<file path="config.mk">
export PLATFORM = sky130hd
export DESIGN_NAME = control_sequencer
export DESIGN_NICKNAME = d
export VERILOG_FILES = /design/src/rtl/mini_cpu_pkg.sv /design/src/rtl/cs_step_counter.sv /design/src/rtl/control_sequencer.sv
export SDC_FILE = /design/constraint.sdc
export NUM_CORES = 1
export LEC_CHECK = 0
export BUFFER_PORTS_ARGS = -buffer_cell sky130_fd_sc_hd__clkbuf_2
export CAP_MARGIN = 20
export CORE_MARGIN = 4
export CORE_UTILIZATION = 43
export CTS_CLUSTER_DIAMETER = 80
export CTS_CLUSTER_SIZE = 10
export DETAILED_ROUTE_END_ITERATION = 10
export PLACE_DENSITY = 0.87
export SETUP_SLACK_MARGIN = 0.3
export SLEW_MARGIN = 20
export SYNTH_ARGS = -nofsm -noshare
export SYNTH_HDL_FRONTEND = slang
export SYNTH_SLANG_ARGS = --single-unit
export TNS_END_PERCENT = 1
</file>
<file path="constraint.sdc">
create_clock -name Clock -period 2.85 [get_ports Clock]
set_input_delay 0.57 -clock Clock [delete_from_list [all_inputs] [get_ports Clock]]
set_output_delay 0.57 -clock Clock [all_outputs]
set_load 0.05 [all_outputs]
</file>
<file path="src/rtl/mini_cpu_pkg.sv">
// Shared definitions for the mini CPU control path: opcodes, ALU codes,
// sequencer state encoding, IR field positions and the control-word layout.
package mini_cpu_pkg;

  localparam int OPW   = 5;
  localparam int STEPW = 4;

  // IR field positions
  localparam int IR_OP_MSB = 31;
  localparam int IR_OP_LSB = 27;
  localparam int IR_RA_MSB = 26;
  localparam int IR_RA_LSB = 23;
  localparam int IR_RB_MSB = 22;
  localparam int IR_RB_LSB = 19;
  localparam int IR_RC_MSB = 18;
  localparam int IR_RC_LSB = 15;
  localparam int IR_C2_MSB = 20;
  localparam int IR_C2_LSB = 19;

  // Opcodes
  localparam logic [OPW-1:0] OP_LD   = 5'd0;
  localparam logic [OPW-1:0] OP_LDI  = 5'd1;
  localparam logic [OPW-1:0] OP_ST   = 5'd2;
  localparam logic [OPW-1:0] OP_ADD  = 5'd3;
  localparam logic [OPW-1:0] OP_SUB  = 5'd4;
  localparam logic [OPW-1:0] OP_AND  = 5'd5;
  localparam logic [OPW-1:0] OP_OR   = 5'd6;
  localparam logic [OPW-1:0] OP_SHR  = 5'd7;
  localparam logic [OPW-1:0] OP_SHRA = 5'd8;
  localparam logic [OPW-1:0] OP_SHL  = 5'd9;
  localparam logic [OPW-1:0] OP_ROR  = 5'd10;
  localparam logic [OPW-1:0] OP_ROL  = 5'd11;
  localparam logic [OPW-1:0] OP_ADDI = 5'd12;
  localparam logic [OPW-1:0] OP_ANDI = 5'd13;
  localparam logic [OPW-1:0] OP_ORI  = 5'd14;
  localparam logic [OPW-1:0] OP_MUL  = 5'd15;
  localparam logic [OPW-1:0] OP_DIV  = 5'd16;
  localparam logic [OPW-1:0] OP_NEG  = 5'd17;
  localparam logic [OPW-1:0] OP_NOT  = 5'd18;
  localparam logic [OPW-1:0] OP_BRX  = 5'd19;
  localparam logic [OPW-1:0] OP_JR   = 5'd20;
  localparam logic [OPW-1:0] OP_IN   = 5'd22;
  localparam logic [OPW-1:0] OP_OUT  = 5'd23;
  localparam logic [OPW-1:0] OP_MFHI = 5'd24;
  localparam logic [OPW-1:0] OP_MFLO = 5'd25;
  localparam logic [OPW-1:0] OP_NOP  = 5'd26;
  localparam logic [OPW-1:0] OP_HALT = 5'd27;

  // ALU operation codes; zero means "no operation requested"
  localparam logic [4:0] ALU_NONE = 5'd0;
  localparam logic [4:0] ALU_ADD  = 5'd1;
  localparam logic [4:0] ALU_SUB  = 5'd2;
  localparam logic [4:0] ALU_AND  = 5'd3;
  localparam logic [4:0] ALU_OR   = 5'd4;
  localparam logic [4:0] ALU_SHR  = 5'd5;
  localparam logic [4:0] ALU_SHRA = 5'd6;
  localparam logic [4:0] ALU_SHL  = 5'd7;
  localparam logic [4:0] ALU_ROR  = 5'd8;
  localparam logic [4:0] ALU_ROL  = 5'd9;
  localparam logic [4:0] ALU_MUL  = 5'd10;
  localparam logic [4:0] ALU_DIV  = 5'd11;
  localparam logic [4:0] ALU_NEG  = 5'd12;
  localparam logic [4:0] ALU_NOT  = 5'd13;

  typedef enum logic [STEPW-1:0] {
    RESET_S = 4'd0,
    T0      = 4'd1,
    T1      = 4'd2,
    T2      = 4'd3,
    T3      = 4'd4,
    T4      = 4'd5,
    T5      = 4'd6,
    T6      = 4'd7,
    T7      = 4'd8,
    HALT_S  = 4'd9
  } state_t;

  // Instructions sharing one execute sequence are grouped into a class
  typedef enum logic [3:0] {
    CLS_ALU, CLS_IMM, CLS_MULDIV, CLS_UNARY, CLS_LD, CLS_LDI, CLS_ST, CLS_BRX,
    CLS_JR, CLS_IN, CLS_OUT, CLS_MFHI, CLS_MFLO, CLS_NOP, CLS_HALT
  } op_class_t;

  typedef struct packed {
    logic       pc_out, zhigh_out, zlow_out, mdr_out, hi_out, lo_out, inport_out,
                c_out, ba_out, r_out;
    logic       mar_in, pc_in, mdr_in, ir_in, y_in, z_in, hi_in, lo_in,
                outport_in, con_in, r_in;
    logic       gra, grb, grc;
    logic       inc_pc, read, write;
    logic [4:0] alu_op;
  } ctrl_t;

  function automatic op_class_t op_class(input logic [OPW-1:0] op);
    case (op)
      OP_ADD, OP_SUB, OP_AND, OP_OR, OP_SHR, OP_SHRA,
      OP_SHL, OP_ROR, OP_ROL:          return CLS_ALU;
      OP_ADDI, OP_ANDI, OP_ORI:        return CLS_IMM;
      OP_MUL, OP_DIV:                  return CLS_MULDIV;
      OP_NEG, OP_NOT:                  return CLS_UNARY;
      OP_LD:                           return CLS_LD;
      OP_LDI:                          return CLS_LDI;
      OP_ST:                           return CLS_ST;
      OP_BRX:                          return CLS_BRX;
      OP_JR:                           return CLS_JR;
      OP_IN:                           return CLS_IN;
      OP_OUT:                          return CLS_OUT;
      OP_MFHI:                         return CLS_MFHI;
      OP_MFLO:                         return CLS_MFLO;
      OP_HALT:                         return CLS_HALT;
      default:                         return CLS_NOP;
    endcase
  endfunction

  // Final execute step of each class; the sequencer returns to T0 after it
  function automatic state_t last_step(input op_class_t cls);
    case (cls)
      CLS_ALU, CLS_IMM, CLS_LDI:       return T5;
      CLS_MULDIV, CLS_ST, CLS_BRX:     return T6;
      CLS_UNARY:                       return T4;
      CLS_LD:                          return T7;
      default:                         return T3;
    endcase
  endfunction

  // ALU code for the step that loads Z; address arithmetic always adds
  function automatic logic [4:0] alu_for(input logic [OPW-1:0] op);
    case (op)
      OP_ADD, OP_ADDI, OP_LD, OP_LDI, OP_ST, OP_BRX: return ALU_ADD;
      OP_SUB:                                        return ALU_SUB;
      OP_AND, OP_ANDI:                               return ALU_AND;
      OP_OR, OP_ORI:                                 return ALU_OR;
      OP_SHR:                                        return ALU_SHR;
      OP_SHRA:                                       return ALU_SHRA;
      OP_SHL:                                        return ALU_SHL;
      OP_ROR:                                        return ALU_ROR;
      OP_ROL:                                        return ALU_ROL;
      OP_MUL:                                        return ALU_MUL;
      OP_DIV:                                        return ALU_DIV;
      OP_NEG:                                        return ALU_NEG;
      OP_NOT:                                        return ALU_NOT;
      default:                                       return ALU_NONE;
    endcase
  endfunction

endpackage

</file>
<file path="src/rtl/cs_step_counter.sv">
// Sequencer state register and next-state logic: fetch T0-T2, an
// opcode-dependent execute length, halt on request, synchronous clear.
module cs_step_counter
  import mini_cpu_pkg::*;
(
  input  logic             clk,
  input  logic             clear,
  input  logic             stop,
  input  logic [OPW-1:0]   opcode,
  output logic [STEPW-1:0] step
);

  state_t    state_q;
  state_t    state_n;
  op_class_t cls;

  assign cls  = op_class(opcode);
  assign step = state_q;

  // Next-state selection; clear is applied in the register so it wins over everything
  always_comb begin
    // NOTE: default first so every path assigns state_n and no latch is inferred
    state_n = state_q;
    case (state_q)
      RESET_S: state_n = T0;
      T0:      state_n = stop ? HALT_S : T1;
      T1:      state_n = T2;
      T2:      state_n = T3;
      HALT_S:  state_n = HALT_S;
      default: begin
        if (state_q == T3 && cls == CLS_HALT) begin
          state_n = HALT_S;
        end else if (state_q == last_step(cls)) begin
          state_n = T0;
        end else begin
          state_n = state_t'(state_q + 4'd1);
        end
      end
    endcase
  end

  // State register with synchronous active-high clear
  always_ff @(posedge clk) begin
    // NOTE: non-blocking so all state updates see pre-edge values
    if (clear) begin
      state_q <= RESET_S;
    end else begin
      state_q <= state_n;
    end
  end

endmodule

</file>
<file path="src/rtl/control_sequencer.sv">
// Hardwired control unit for the mini CPU: Moore decode of (step, opcode)
// into every datapath control line.
module control_sequencer
  import mini_cpu_pkg::*;
(
  input  logic        Clock,
  input  logic        clear,
  input  logic [31:0] ir,
  input  logic        con_ff,
  input  logic        stop,
  output logic        run,
  output logic        PCout, Zhighout, Zlowout, MDRout, HIout, LOout, InPortout, Cout, BAout, Rout,
  output logic        MARin, PCin, MDRin, IRin, Yin, Zin, HIin, LOin, OutPortin, CONin, Rin,
  output logic        Gra, Grb, Grc,
  output logic        IncPC, Read, Write,
  output logic [4:0]  alu_op
);

  logic [OPW-1:0]   opcode;
  logic [STEPW-1:0] step;
  state_t           state;
  op_class_t        cls;
  ctrl_t            c;
  logic             ir_unused;

  assign opcode    = ir[IR_OP_MSB:IR_OP_LSB];
  assign ir_unused = ^ir[IR_OP_LSB-1:0];
  assign state     = state_t'(step);
  assign cls       = op_class(opcode);

  cs_step_counter u_step (
    .clk    (Clock),
    .clear  (clear),
    .stop   (stop),
    .opcode (opcode),
    .step   (step)
  );

  // Control-word decode for the current step and instruction class
  always_comb begin
    c = '0;
    case (state)
      T0: begin c.pc_out = 1'b1; c.mar_in = 1'b1; c.inc_pc = 1'b1; c.z_in = 1'b1; end
      T1: begin c.zlow_out = 1'b1; c.pc_in = 1'b1; c.read = 1'b1; c.mdr_in = 1'b1; end
      T2: begin c.mdr_out = 1'b1; c.ir_in = 1'b1; end
      T3: case (cls)
        CLS_ALU, CLS_IMM:       begin c.grb = 1'b1; c.r_out = 1'b1; c.y_in = 1'b1; end
        CLS_MULDIV:             begin c.gra = 1'b1; c.r_out = 1'b1; c.y_in = 1'b1; end
        CLS_UNARY:              begin c.grb = 1'b1; c.r_out = 1'b1; c.z_in = 1'b1;
                                      c.alu_op = alu_for(opcode); end
        CLS_LD, CLS_LDI, CLS_ST: begin c.grb = 1'b1; c.ba_out = 1'b1; c.y_in = 1'b1; end
        CLS_BRX:                begin c.gra = 1'b1; c.r_out = 1'b1; c.con_in = 1'b1; end
        CLS_JR:                 begin c.gra = 1'b1; c.r_out = 1'b1; c.pc_in = 1'b1; end
        CLS_IN:                 begin c.inport_out = 1'b1; c.gra = 1'b1; c.r_in = 1'b1; end
        CLS_OUT:                begin c.gra = 1'b1; c.r_out = 1'b1; c.outport_in = 1'b1; end
        CLS_MFHI:               begin c.hi_out = 1'b1; c.gra = 1'b1; c.r_in = 1'b1; end
        CLS_MFLO:               begin c.lo_out = 1'b1; c.gra = 1'b1; c.r_in = 1'b1; end
        default:                ;
      endcase
      T4: case (cls)
        CLS_ALU:                begin c.grc = 1'b1; c.r_out = 1'b1; c.z_in = 1'b1;
                                      c.alu_op = alu_for(opcode); end
        CLS_MULDIV:             begin c.grb = 1'b1; c.r_out = 1'b1; c.z_in = 1'b1;
                                      c.alu_op = alu_for(opcode); end
        CLS_IMM, CLS_LD, CLS_LDI, CLS_ST:
                                begin c.c_out = 1'b1; c.z_in = 1'b1;
                                      c.alu_op = alu_for(opcode); end
        CLS_UNARY:              begin c.zlow_out = 1'b1; c.gra = 1'b1; c.r_in = 1'b1; end
        CLS_BRX:                begin c.pc_out = 1'b1; c.y_in = 1'b1; end
        default:                ;
      endcase
      T5: case (cls)
        CLS_ALU, CLS_IMM, CLS_LDI: begin c.zlow_out = 1'b1; c.gra = 1'b1; c.r_in = 1'b1; end
        CLS_MULDIV:             begin c.zlow_out = 1'b1; c.lo_in = 1'b1; end
        CLS_LD, CLS_ST:         begin c.zlow_out = 1'b1; c.mar_in = 1'b1; end
        CLS_BRX:                begin c.c_out = 1'b1; c.z_in = 1'b1; c.alu_op = alu_for(opcode); end
        default:                ;
      endcase
      T6: case (cls)
        CLS_MULDIV:             begin c.zhigh_out = 1'b1; c.hi_in = 1'b1; end
        CLS_LD:                 begin c.read = 1'b1; c.mdr_in = 1'b1; end
        CLS_ST:                 begin c.gra = 1'b1; c.r_out = 1'b1; c.write = 1'b1; end
        CLS_BRX:                begin c.zlow_out = con_ff; c.pc_in = con_ff; end
        default:                ;
      endcase
      T7: if (cls == CLS_LD) begin c.mdr_out = 1'b1; c.gra = 1'b1; c.r_in = 1'b1; end
      default: ;
    endcase
  end

  assign run       = (state != RESET_S) && (state != HALT_S);
  assign PCout     = c.pc_out;
  assign Zhighout  = c.zhigh_out;
  assign Zlowout   = c.zlow_out;
  assign MDRout    = c.mdr_out;
  assign HIout     = c.hi_out;
  assign LOout     = c.lo_out;
  assign InPortout = c.inport_out;
  assign Cout      = c.c_out;
  assign BAout     = c.ba_out;
  assign Rout      = c.r_out;
  assign MARin     = c.mar_in;
  assign PCin      = c.pc_in;
  assign MDRin     = c.mdr_in;
  assign IRin      = c.ir_in;
  assign Yin       = c.y_in;
  assign Zin       = c.z_in;
  assign HIin      = c.hi_in;
  assign LOin      = c.lo_in;
  assign OutPortin = c.outport_in;
  assign CONin     = c.con_in;
  assign Rin       = c.r_in;
  assign Gra       = c.gra;
  assign Grb       = c.grb;
  assign Grc       = c.grc;
  assign IncPC     = c.inc_pc;
  assign Read      = c.read;
  assign Write     = c.write;
  assign alu_op    = c.alu_op;

  // The shared bus may have at most one driver in any step
  bus_single_driver_a: assert property (@(posedge Clock)
    $onehot0({PCout, Zhighout, Zlowout, MDRout, HIout, LOout, InPortout, Cout, BAout, Rout}));

endmodule

</file>
* Word level (Yosys, flattened, before mapping)
Memory sizes are Yosys's and may differ from the RTL's. Cells that the tools add are included.
Word-level totals: bits in registers 4, ROM bits 928, input port bits 36, memories kept 8
Memories:
- (name not given) | words 32, width 4, rd ports 1, clocked after Yosys merged registers in 0, wr ports 0, RTL line mini_cpu_pkg.sv:128 | case (op)
- (name not given) | words 32, width 4, rd ports 1, clocked after Yosys merged registers in 0, wr ports 0, RTL line mini_cpu_pkg.sv:128
- (name not given) | words 32, width 4, rd ports 1, clocked after Yosys merged registers in 0, wr ports 0, RTL line mini_cpu_pkg.sv:128
- (name not given) | words 32, width 4, rd ports 1, clocked after Yosys merged registers in 0, wr ports 0, RTL line mini_cpu_pkg.sv:128
- (name not given) | words 32, width 4, rd ports 1, clocked after Yosys merged registers in 0, wr ports 0, RTL line mini_cpu_pkg.sv:128
- (name not given) | words 32, width 4, rd ports 1, clocked after Yosys merged registers in 0, wr ports 0, RTL line mini_cpu_pkg.sv:95 | case (op)
- 2 more memories
Cells by class: add/subtract/negate cells 1, eq/ne operators 24, multiplexer cells 57, reductions and logical operators 16
Operator list (count):
- 4-bit by 3-bit equality test with 1-bit output, second input constant | 8
- 4-bit equality test, second input constant | 8
- 5-bit one-hot mux with 3 select lines | 2
- 1-bit 2-to-1 mux | 28
- 4-bit 2-to-1 mux | 6
- 4-bit one-hot mux with 5 select lines | 1
- 4-bit by 2-bit equality test with 1-bit output, second input constant | 4
- 1-bit one-hot mux with 2 select lines | 7
- 7-bit OR reduction | 2
- 1-bit one-hot mux with 4 select lines | 3
- 6-bit OR reduction | 2
- 5-bit 2-to-1 mux | 2
- 3-bit OR reduction | 3
- 4-bit by 1-bit equality test with 1-bit output, second input constant | 2
- 4-bit zero test | 2
- 2-bit 2-to-1 mux | 4
- 1-bit one-hot mux with 3 select lines | 2
- 1-bit one-hot mux with 5 select lines | 1
- 5-bit OR reduction | 1
- 4-bit by 1-bit adder with 4-bit output, second input constant | 1
- 4-bit equality test | 1
- 4-bit != test, second input constant | 1
- 4-bit nonzero test | 1
- 2-bit OR reduction | 2
- other kinds (3) | 4

* Longest topological paths before layout
An unclocked memory read counts as a cell.
depth in word-level cells 9, mapped depth 10, depth with buffers taken out 9

* By module
A second synthesis with hierarchy kept.
Unflattened totals: cells, all modules 242, area, all modules 1621.6 um^2
Modules (own cells, without submodules):
- control_sequencer | times used 1, cells each 152, area each 925.9 um^2, seq. area each 0.0 um^2
- cs_step_counter | times used 1, cells each 90, area each 695.7 um^2, seq. area each 80.1 um^2

* Least setup slack after synthesis
Ideal clock, no wire load.
kind in2out, start point in ir[27], end point out Zlowout, arrival time 3.563 ns, data required time 2.280 ns, slack -1.283 ns, stages on the path 8, buffers on the path 1, cell sequence inv_1 ha_1 o21ai_0 o21ai_0 a2bb2oi_2 buf_2 and2_1 o311ai_0
On the way: word-level cells in the longest chain between the ends 5
RTL lines:
- start: declaration | RTL line control_sequencer.sv:8 | input logic [31:0] ir,
- memory 32 x 4 bit *
- 4-bit by 3-bit equality test with 1-bit output, or another cell as far along | RTL line control_sequencer.sv:72 | T5: case (cls)
- 6-bit OR reduction (no line)
- 1-bit 2-to-1 mux | RTL line control_sequencer.sv:72
- 1-bit one-hot mux with 4 select lines * | RTL line control_sequencer.sv:42 | case (state)
- end: declaration | RTL line control_sequencer.sv:12 | output logic PCout, Zhighout, Zlowout, MDRout, HIout, LOout, InPortout, Cout, BAout, Rout,
Mark *: on every way between the ends. The rest lies on a longest branch, timed or not.

* Final worst setup path
start point in ir[28], end point out Gra
On the way: word-level cells in the longest chain between the ends 5
RTL lines:
- memory 32 x 4 bit *
- 4-bit by 3-bit equality test with 1-bit output, or another cell as far along | RTL line control_sequencer.sv:46 | T3: case (cls)
- 7-bit OR reduction (no line) or 3-bit OR reduction (tied branches)
- 1-bit 2-to-1 mux or 2-bit 2-to-1 mux (tied branches) | RTL line control_sequencer.sv:46, control_sequencer.sv:72
- 1-bit one-hot mux with 5 select lines * | RTL line control_sequencer.sv:42
- end: declaration | RTL line control_sequencer.sv:14 | output logic Gra, Grb, Grc,
Marked as above.

==> metrics list <==
- Run status: finished, violations left
- Failing checks: DRC, setup timing
- Maximum Capacitance Violations: 0
* Tmin final: 3.51 ns
- Summed over all failing endpoints, the final setup total negative slack is -5.18 ns.
* Input/output buffers: 40
- Timing would allow up to 285 MHz.
- Prior to clock tree synthesis, the placed netlist has a worst setup slack of -0.321 ns.
* Endpoints failing hold: 0
- Across all setup checks in the final design, the least slack found is -0.664 ns.
* Initial cell density of the core: 0.450
- Largest fanout on the critical path: 5
* CTS clock-pin slew for the worst setup and hold paths: 0.05 ns
- Critical path class: input pin to output port
- Traced cell by cell, the critical path runs through clkbuf_16 > ha_1 > buf_4 > nand2b_1 > and3_1 > buf_4 > mux2i_1 > o22ai_1 > nand3_1 > nand4b_1 > buf_8.
* Total design power: 1450 uW
* Row cnt: 19
- For this run, the total global-route usage over all layers was measured as 0.445.
- Post-synthesis cell type with the largest combined area: sky130_fd_sc_hd__ha_1
* EDFF count, synth: 0
- The cell that appears most often on the critical path is sky130_fd_sc_hd__buf_4.
- Kind of path behind the tightest hold check: input pin to flop
- For this run, the register share of the synthesized area comes to 0.0639.
- Worst Setup End Kind: output port
* Total half-perimeter wirelength after legalization and detailed placement: 3.94 mm
* Maximum number of pins on one net before global-route repair: 13
- The cell sitting at the root of the clock tree is a sky130_fd_sc_hd__clkbuf_4.
- Across all layers, the routed design uses 2411 vias.
- Counting along the longest clock path gives a buffer depth of 2.
- R2R Path Start: u_step.step[1]$_SDFF_PP0_
- Dividing the final minimum period by the clock period gives 1.23.
* Area enclosed by the die boundary: 3840 um^2
- Remaining design rule violation count: 5
- Skew final: 0.0136 ns
- Post-detailed-route via-to-cell ratio: 7.44
- Number of ports placed on the die boundary: 69
* Gr ovfl total: 0
- The most critical setup path has its startpoint at ir[28].
* Total of warnings raised by yosys: 0
* Area added between synthesis and finish: 108%
- Register-to-Register Path Depth: 8
* Crit start category: input pin
- Kind of cell with the highest combined delay on the critical path: simple AND/OR/NAND/NOR gates
- Wire length of the first global-routing pass: 12.1 mm
- Before antenna repair, the detailed router went through 11 iterations.
* Total stage count of the critical path: 11
* Timing endpoint of the critical path: Gra
* Delay contributed by the slowest stage of the critical path: 0.32 ns
- Post-DP Area: 2070 um^2
* Insertion delay of the later-clocked pin in the worst-skew pair: 0.28 ns
* Endpoint of the worst-slack reg-to-reg timing path: u_step.step[1]$_SDFF_PP0_
* Required time reported for the critical path endpoint: 2.28 ns
* Routability congestion estimate: 0.934
- Number of fill cells in the layout: 100
* ANT nets after route: 0
* DRT iter0 DRCs: 651
- Routed wire per std cell: 29.2 um
- Clock tree from TritonCTS: yes
- Setup violations remaining at the end of the flow were counted as 28.
* Chip Height: 62.0 um
- Dividing total power by cell area gives a power density of 554 nW/um^2.
- Average size of a mapped cell: 6.17 um^2
- The initial antenna violation count is 0.
- The share of synthesized area in the top cell type comes to 0.0999.
- In this run the horizontal extent of the chip is 62.0 um.
- Most common library cells after synthesis: sky130_fd_sc_hd__nor2_1 (32), sky130_fd_sc_hd__nand2_1 (23), sky130_fd_sc_hd__o21ai_0 (17), sky130_fd_sc_hd__a21oi_1 (13)
* Dominant cell by count in the synthesized netlist: sky130_fd_sc_hd__nor2_1
* Ys flop type: sky130_fd_sc_hd__dfxtp_1
* Worst ir drop on vdd: 0.776 mV
- In this run the number of H-tree levels came out at 1.
- After synthesis the netlist holds a flip-flop and latch count of 4.
- Critical-path cell with the highest stage delay: sky130_fd_sc_hd__mux2i_1
* Max FFs per register: 4
* Fraction of registers with async set/reset: 0
* Final wirelength: 9.46 mm
* Final-report max-slew violation count: 0
- In the final layout, the multi-input gates occupy 1420 um^2.
* Slack of the worst reg-to-reg path: 0.34 ns
- Synthesis produced a netlist with a net count of 249.
- CTS saw 4 sinks.
- Synth top area cells: sky130_fd_sc_hd__ha_1 (10%), sky130_fd_sc_hd__nor2_1 (9.6%), sky130_fd_sc_hd__nand2_1 (6.9%)
- Data arrival time of the worst path: 2.94 ns
- The core region is 2780 um^2.
* Synthesized area: 1250 um^2
- Summed over all cells, the static leakage comes to 0.00117 uW.
* Nets: 341
- Number of distinct library cell variants in the gate-level netlist after synthesis: 47
- Share of final-layout standard cells stronger than drive strength 1: 0.546
* Setup repair after global routing missed its margin: yes
- Summing all flip-flop and latch instances after layout gives 80.1 um^2.
- With fillers left out, the area of the finished cells amounts to 2610 um^2.
- The via count of the first global-routing pass was 2152.
* Antenna Cells: 0
* Count of mapped cells out of synthesis: 203
- The number of clock buffers added by TritonCTS is 3.
- The number of buffers and inverters on the critical path is 4.
[power breakdown]
part	internal (uW)	leakage (uW)	switching (uW)
Sequential	75.8	0.0000330	43.4
Combinational	421	0.00113	817
Clock	48.3	0.0000138	40.8
[worst min-delay path by stage]
stage                                   start                   endpoint  slack, ns  cells after the start
global placement    u_step.step[0]$_SDFF_PP0_  u_step.step[0]$_SDFF_PP0_       0.64                      2
floorplan           u_step.step[0]$_SDFF_PP0_  u_step.step[0]$_SDFF_PP0_       0.59                      2
CTS                                     clear  u_step.step[2]$_SDFF_PP0_       0.58                      2
finish                                  clear  u_step.step[2]$_SDFF_PP0_       0.62                      2
global route                            clear  u_step.step[2]$_SDFF_PP0_       0.63                      2
detailed placement  u_step.step[0]$_SDFF_PP0_  u_step.step[0]$_SDFF_PP0_       0.65                      2
[cells in the final DEF (no fill, tap or decap), types with 4 or more instances in the layout]
cell                        n
sky130_fd_sc_hd__buf_4     54
sky130_fd_sc_hd__nor2_1    24
sky130_fd_sc_hd__nand2_1   19
sky130_fd_sc_hd__buf_8     12
sky130_fd_sc_hd__o21ai_0   11
sky130_fd_sc_hd__clkbuf_8  11
sky130_fd_sc_hd__a21oi_1   10
sky130_fd_sc_hd__nand3_1    9
sky130_fd_sc_hd__clkbuf_2   9
sky130_fd_sc_hd__inv_1      8
sky130_fd_sc_hd__buf_6      8
sky130_fd_sc_hd__nor2_4     7
sky130_fd_sc_hd__mux2i_1    6
sky130_fd_sc_hd__ha_1       6
sky130_fd_sc_hd__nor3_4     5
sky130_fd_sc_hd__nor3_1     5
sky130_fd_sc_hd__clkbuf_4   5
sky130_fd_sc_hd__buf_12     4
sky130_fd_sc_hd__dfxtp_1    4
[through the flow]
step | std cells | utilization | hold WS (ns)
2_1_floorplan | 203 | - | 0.589
3_3_place_gp | 310 | 0.744 | 0.642
3_5_place_dp | 310 | 0.744 | 0.647
4_1_cts | 318 | 0.881 | 0.578
5_1_grt | 324 | 0.938 | 0.630
6_report | 324 | 0.938 | 0.624
[cell families (layout without fill, tap and decap cells)]
kind of cell	count (synthesis)	count (layout)	share of synthesized area
compound gates	56	56	0.298
xor+xnor	2	2	0.0140
fa+ha+maj	10	10	0.0999
buf+inv	24	114	0.0899
flops	4	4	0.0639
mux	7	7	0.0559
other cells	1	1	0.00299
simple gates	99	99	0.376
[cell type report]
cell class,instances,share of cell area
flip-flops and latches,4,0.0307
multi-input cells,175,0.545
inverters,10,0.0201
repair buffers,101,0.380
well taps,31,0.0149
clock buffers,3,0.00863
[timing repair]
action | 4_1_cts | 5_1_grt
resized for setup | 73 | 38
buffers inserted | 5 | 6
hold buffers | 0 | 0
setup endpoints to repair | 33 | 34
pin swaps | 13 | 15
[per-layer routing]
metal | vias to the layer above | global-route usage | wire, um
met5 | - | 0.0857 | 0
met1 | 1058 | 0.454 | 3020
li1 | 906 | - | -
met2 | 310 | 0.667 | 4050
met4 | 0 | 0.339 | 1060
met3 | 137 | 0.242 | 1330
Power figures use the tool's default switching activity.
